===== config.mk =====
export PLATFORM = sky130hd
export DESIGN_NAME = regfile_32x64
export DESIGN_NICKNAME = d
export VERILOG_FILES = /design/src/rtl/regfile_32x64.sv
export SDC_FILE = /design/constraint.sdc
export NUM_CORES = 2
export LEC_CHECK = 0
export CORE_ASPECT_RATIO = 0.6
export CORE_UTILIZATION = 30
export DETAILED_ROUTE_END_ITERATION = 12
export HOLD_SLACK_MARGIN = 0.03
export RECOVER_POWER = 50
export SETUP_SLACK_MARGIN = 0.05
export SYNTH_ARGS = -nofsm -noshare
export SYNTH_HDL_FRONTEND = slang
export SYNTH_SLANG_ARGS = --single-unit

===== constraint.sdc =====
create_clock -name clk -period 103.2 [get_ports clk]
set_input_delay 30.96 -clock clk [delete_from_list [all_inputs] [get_ports clk]]
set_output_delay 30.96 -clock clk [all_outputs]
set_load 0.005 [all_outputs]

===== src/rtl/regfile_32x64.sv =====
// 32-entry register file with two combinational read ports, one write port and a hardwired zero register.
// Define REGFILE_BYPASS_EN to forward same-cycle write data to matching read ports (write-before-read).
module regfile_32x64 #(
  parameter int WIDTH    = 64,
  parameter int ZERO_REG = 31
) (
  input  logic             clk,
  input  logic             reset,
  input  logic             RegWrite,
  input  logic [4:0]       WriteRegister,
  input  logic [WIDTH-1:0] WriteData,
  input  logic [4:0]       ReadRegister1,
  input  logic [4:0]       ReadRegister2,
  output logic [WIDTH-1:0] ReadData1,
  output logic [WIDTH-1:0] ReadData2
);

  localparam int         NUM_REGS = 32;
  localparam logic [4:0] ZERO_IDX = 5'(ZERO_REG);

  logic [NUM_REGS-1:0] wr_dec;
  logic [NUM_REGS-1:0] reg_en;
  logic [WIDTH-1:0]    regs_q [NUM_REGS];
  logic [WIDTH-1:0]    regs_d [NUM_REGS];

  // NOTE: every combinational output gets a default before any conditional
  // assignment, so no path leaves a value unassigned and no latch is inferred.
  always_comb begin : write_decode
    wr_dec = '0;
    if (RegWrite) begin
      wr_dec[WriteRegister] = 1'b1;
    end
    reg_en           = wr_dec;
    reg_en[ZERO_IDX] = 1'b0;
  end

  // An unselected register recirculates its own value, so WriteData is never
  // observed by it; garbage on WriteData with RegWrite low cannot leak in.
  always_comb begin : next_state
    for (int i = 0; i < NUM_REGS; i++) begin
      regs_d[i] = reg_en[i] ? WriteData : regs_q[i];
    end
    regs_d[ZERO_IDX] = '0;
  end

  // NOTE: the whole array is cleared by reset because every entry must read
  // zero immediately; state is updated only with non-blocking assignments so
  // all 32 flops sample regs_d from the same pre-edge snapshot.
  always_ff @(posedge clk or posedge reset) begin : storage
    if (reset) begin
      for (int i = 0; i < NUM_REGS; i++) begin
        regs_q[i] <= '0;
      end
    end else begin
      for (int i = 0; i < NUM_REGS; i++) begin
        regs_q[i] <= regs_d[i];
      end
    end
  end

  always_comb begin : read_mux
    ReadData1 = regs_q[ReadRegister1];
    ReadData2 = regs_q[ReadRegister2];
`ifdef REGFILE_BYPASS_EN
    if (RegWrite && (WriteRegister != ZERO_IDX)) begin
      if (ReadRegister1 == WriteRegister) begin
        ReadData1 = WriteData;
      end
      if (ReadRegister2 == WriteRegister) begin
        ReadData2 = WriteData;
      end
    end
`endif
    if (ReadRegister1 == ZERO_IDX) begin
      ReadData1 = '0;
    end
    if (ReadRegister2 == ZERO_IDX) begin
      ReadData2 = '0;
    end
  end

endmodule


==> run summary <==
210 I/O pins were placed. The total global routing track utilization is 21.2%, and the number of nets in the finished design is 6993. The logs give 0 for the final routed DRC violation total and 7965 for the number of design-rule violations left by the first detailed-router iteration. After routing the design area is 118000 µm². Counting every sink on the clock net gives 1984.

For the reg-to-reg setup timing slack, the log shows 102330 ps. For this run, global-route usage on met2 was measured as 31.6%. Once routing completed, OpenROAD measured the worst setup slack at 35720 ps.

Dividing the synthesized area by the synthesized cell count gives 14.9 µm². The tree is rooted in a sky130_fd_sc_hd__clkbuf_16. The flip-flop count of the largest register, all copies and words added was 1984; the worst clock skew was 0 ps.

The first TritonRoute pass finished after 6 iterations. The later pin in the worst-skew pair is clocked with a latency of 860 ps. The routed design has 386000 µm of wire. The horizontal extent of the die came out at 770 µm.

The final estimated routing congestion in global placement came out at 0.783. The cell type with the highest aggregate area in the netlist is sky130_fd_sc_hd__dfrtp_1. The tools report the HPWL reported at the end of detailed placement as 209000 µm.

Count of antenna-violating nets left after detailed routing: 0. After floorplanning, the core was divided into 168 placement rows. For the relative slew slack, the log shows -515%. Register bank with the most flops: regs_q. The number of H-tree levels came out at 4. met2 is the most crowded layer.

The layout cell share with drive strength beyond 1 was 45.8%; the height of the die was 463 µm. The number of antenna violations at the first check in global routing came out at 43. Setup repair after global routing left no endpoint under its margin. The relative area change from synthesis to final layout works out to 11.3%. Count of endpoints failing setup in the final report: 0. Largest fanout on the critical path: 107. The first global-routing pass estimated 553000 µm of wire. The total power of the final layout is 2.29 mW, and the maximum number of pins on one net before global-route repair is 189. The checks that failed: capacitance limit, slew limit. The count of buffers inserted at the top-level ports was 209. Counting flops and latches in the post-synthesis netlist gives 1984.

The run gives 46.8% as the sequential share of the synthesized area. The area fraction of the dominant cell type after synthesis came out at 46.8%. Before CTS, the worst setup slack after placement is 35660 ps. After synthesis, the cell types taking the most area are sky130_fd_sc_hd__dfrtp_1 47%, sky130_fd_sc_hd__mux2_2 21%, sky130_fd_sc_hd__mux4_2 17%.

The post-place instance area is 112000 µm². The worst setup path is launched from an input port. TritonCTS built the clock tree. Data on the critical path is required at its endpoint by 72240 ps. The largest registers in the layout are regs_q x1984. Global routing used 29.9% of the available met1 tracks. The max capacitance violation total was 56; the met3 demand-to-capacity share in global routing was 5.76%. The placeable core region is 351000 µm². For this run, the share of the core covered by cells in the final layout is 33.7%. IR analysis of the VDD net gives a maximum drop of 0.0000136 V. The via count of the first global-routing pass is 70.9k. The buffers inserted during post-CTS setup optimization was 0.

The share of synthesized flip-flops with an asynchronous set or reset is 100%, and the data arrival time of the worst path is 36520 ps. Buffers inserted to repair hold after CTS numbered 0. The startpoint of the lowest-slack register-to-register path was regs_q[1677]$_DFFE_PP0P_.

The cell count after synthesis came out at 7138. Tracing the worst setup path back leads to its startpoint at ReadRegister1[1]. The tools report the reg-to-reg endpoint as regs_q[1677]$_DFFE_PP0P_.

The post-route setup TNS is 0 ps, and the transition time at the pin with the least slew margin is 9230 ps. For the total global routing overflow, the log shows 0. In this run the worst setup path terminates at ReadData1[56]. The die outline area came out at 356000 µm². The total power density per cell area works out to 19.4 nW/µm². The tools report the leakage power summed over all cells as 49.8 nW. Final routed wire length divided by cell count: 32.8 µm. Clock-pin slew was measured on the worst setup and hold paths at 70 ps.

In this run the worst hold path is classified as flop to flop. The worst path uses 65.4% of the clock period. The depth of the worst register-to-register path works out to 1. Once the floorplan was initialized, standard cells occupied 30.3% of the core. The number of enable flip-flop cells after synthesis is 0. Primary flip-flop cell chosen by synthesis mapping: sky130_fd_sc_hd__dfrtp_1. The number of resized instances in the post-cts repair step is 0, and the post-route minimum period is 67480 ps.

Using the TritonRoute via totals, the vias-per-cell ratio works out to 5.95. The post-synth design cell area was 106000 µm²; the clock tree buffer depth was 4. During synthesis, Yosys emitted a total of 0 warnings. For this run, the top clock speed supported by timing is 14.8 MHz. The run gives 188 as the number of buffers added by the clock tree synthesis step. The run finished, with violations left. The count of pins over their slew limit is 2136, and the final-report hold violation count is 0. The critical path is of the input port to primary output type. Synthesis produced a netlist with a net count of 7220.

The tools report the kind of end point of the critical path as a primary output. The logs give 54 for the distinct cell type count of the synthesized netlist and 69.9k for the vias after detailed routing.
-- worst min-delay path by stage --
stage,from,to,slack [ps],cells past startpoint
5_1_grt,regs_q[1232]$_DFFE_PP0P_,regs_q[1232]$_DFFE_PP0P_,520,1
4_1_cts,regs_q[1256]$_DFFE_PP0P_,regs_q[1256]$_DFFE_PP0P_,510,1
6_report,regs_q[336]$_DFFE_PP0P_,regs_q[336]$_DFFE_PP0P_,500,1
3_5_place_dp,regs_q[1256]$_DFFE_PP0P_,regs_q[1256]$_DFFE_PP0P_,490,1
3_3_place_gp,regs_q[1174]$_DFFE_PP0P_,regs_q[1174]$_DFFE_PP0P_,480,1
2_1_floorplan,regs_q[1160]$_DFFE_PP0P_,regs_q[1160]$_DFFE_PP0P_,470,1
-- stage by stage --
step | std cells | hold WS, ps
2_1_floorplan | 7138 | 467
3_3_place_gp | 11400 | 479
3_5_place_dp | 11400 | 490
4_1_cts | 11700 | 505
5_1_grt | 11700 | 524
6_report | 11700 | 505
-- cells by family after synthesis --
kind of cell           synth area share [%]
multiplexers                           43.5
AO/OA/AOI/OAI                          4.37
buffers and inverters                  3.62
AND/OR/NAND/NOR                        1.72
flip-flops                             46.8
-- synth_stat cells (55+ instances only) --
master	count
sky130_fd_sc_hd__a22oi_1	123
sky130_fd_sc_hd__o21ai_0	90
sky130_fd_sc_hd__clkbuf_1	358
sky130_fd_sc_hd__a22o_1	67
sky130_fd_sc_hd__o211ai_1	86
sky130_fd_sc_hd__buf_2	310
sky130_fd_sc_hd__nor2_1	61
sky130_fd_sc_hd__dfrtp_1	1984
sky130_fd_sc_hd__mux2_1	173
sky130_fd_sc_hd__nand2_1	204
sky130_fd_sc_hd__buf_4	55
sky130_fd_sc_hd__mux2_2	1949
sky130_fd_sc_hd__mux4_2	821
sky130_fd_sc_hd__mux2i_1	374
-- power by group --
| part | switching (mW) | internal [mW] |
|---|---|---|
| logic | 0.206 | 0.289 |
| registers | 0.117 | 0.930 |
| clock network | 0.326 | 0.418 |
| total | 0.649 | 1.64 |
-- layout by cell type (no fill, tap or decap), types with 12 or more instances in the layout --
cell type                         netlist  layout
sky130_fd_sc_hd__clkinv_2               0      28
sky130_fd_sc_hd__inv_1                 36      33
sky130_fd_sc_hd__a31oi_1               37      37
sky130_fd_sc_hd__o221ai_1              49      49
sky130_fd_sc_hd__nand2_1              204     203
sky130_fd_sc_hd__buf_12                 0      12
sky130_fd_sc_hd__mux2_1               173     174
sky130_fd_sc_hd__buf_4                 55     107
sky130_fd_sc_hd__nor3_1                36      36
sky130_fd_sc_hd__mux4_2               821     821
sky130_fd_sc_hd__a221oi_1              36      36
sky130_fd_sc_hd__bufinv_16              0      17
sky130_fd_sc_hd__clkbuf_1             358      79
sky130_fd_sc_hd__a22oi_1              123     123
sky130_fd_sc_hd__dfrtp_1             1984    1984
sky130_fd_sc_hd__a221o_1               42      42
sky130_fd_sc_hd__nor2_4                 7      16
sky130_fd_sc_hd__a2bb2oi_1             29      29
sky130_fd_sc_hd__diode_2                0      15
sky130_fd_sc_hd__mux2i_1              374     374
sky130_fd_sc_hd__o21ai_0               90      90
sky130_fd_sc_hd__mux2_2              1949    1948
sky130_fd_sc_hd__nand4_1               33      33
sky130_fd_sc_hd__a22o_1                67      67
sky130_fd_sc_hd__nor2_1                61      59
sky130_fd_sc_hd__clkbuf_8               0      46
sky130_fd_sc_hd__o211ai_1              86      86
sky130_fd_sc_hd__a21oi_1               54      53
sky130_fd_sc_hd__clkdlybuf4s50_1        0     196
sky130_fd_sc_hd__clkbuf_16              0     193
-- layout make-up --
cell class              instances  area (µm²)
inverters                      36         151
flip-flops and latches       1984       49600
repair buffers                366        3300
well taps                    4675        5850
clock buffers                 278        5610
multi-input cells            4335       52700
diodes                         15        37.5
clock inverters                54         736
fillers                     33600      233000
-- routing by layer --
layer  vias up  wire length [µm]
met3       761             38900
li1      27100                 -
met2      3648            169000
met4        30             14900
met1     38300            162000
met5         -               170
-- worst max-delay path: stages --
cell                              delay [ps]
sky130_fd_sc_hd__buf_8                   450
sky130_fd_sc_hd__buf_12                  590
sky130_fd_sc_hd__buf_4                   760
sky130_fd_sc_hd__buf_12                  710
sky130_fd_sc_hd__buf_4                   820
sky130_fd_sc_hd__mux4_2                  600
sky130_fd_sc_hd__mux2_2                  300
sky130_fd_sc_hd__a22oi_1                 150
sky130_fd_sc_hd__o221ai_1                270
sky130_fd_sc_hd__clkdlybuf4s50_1         550
(Power assumes the default switching activity.)
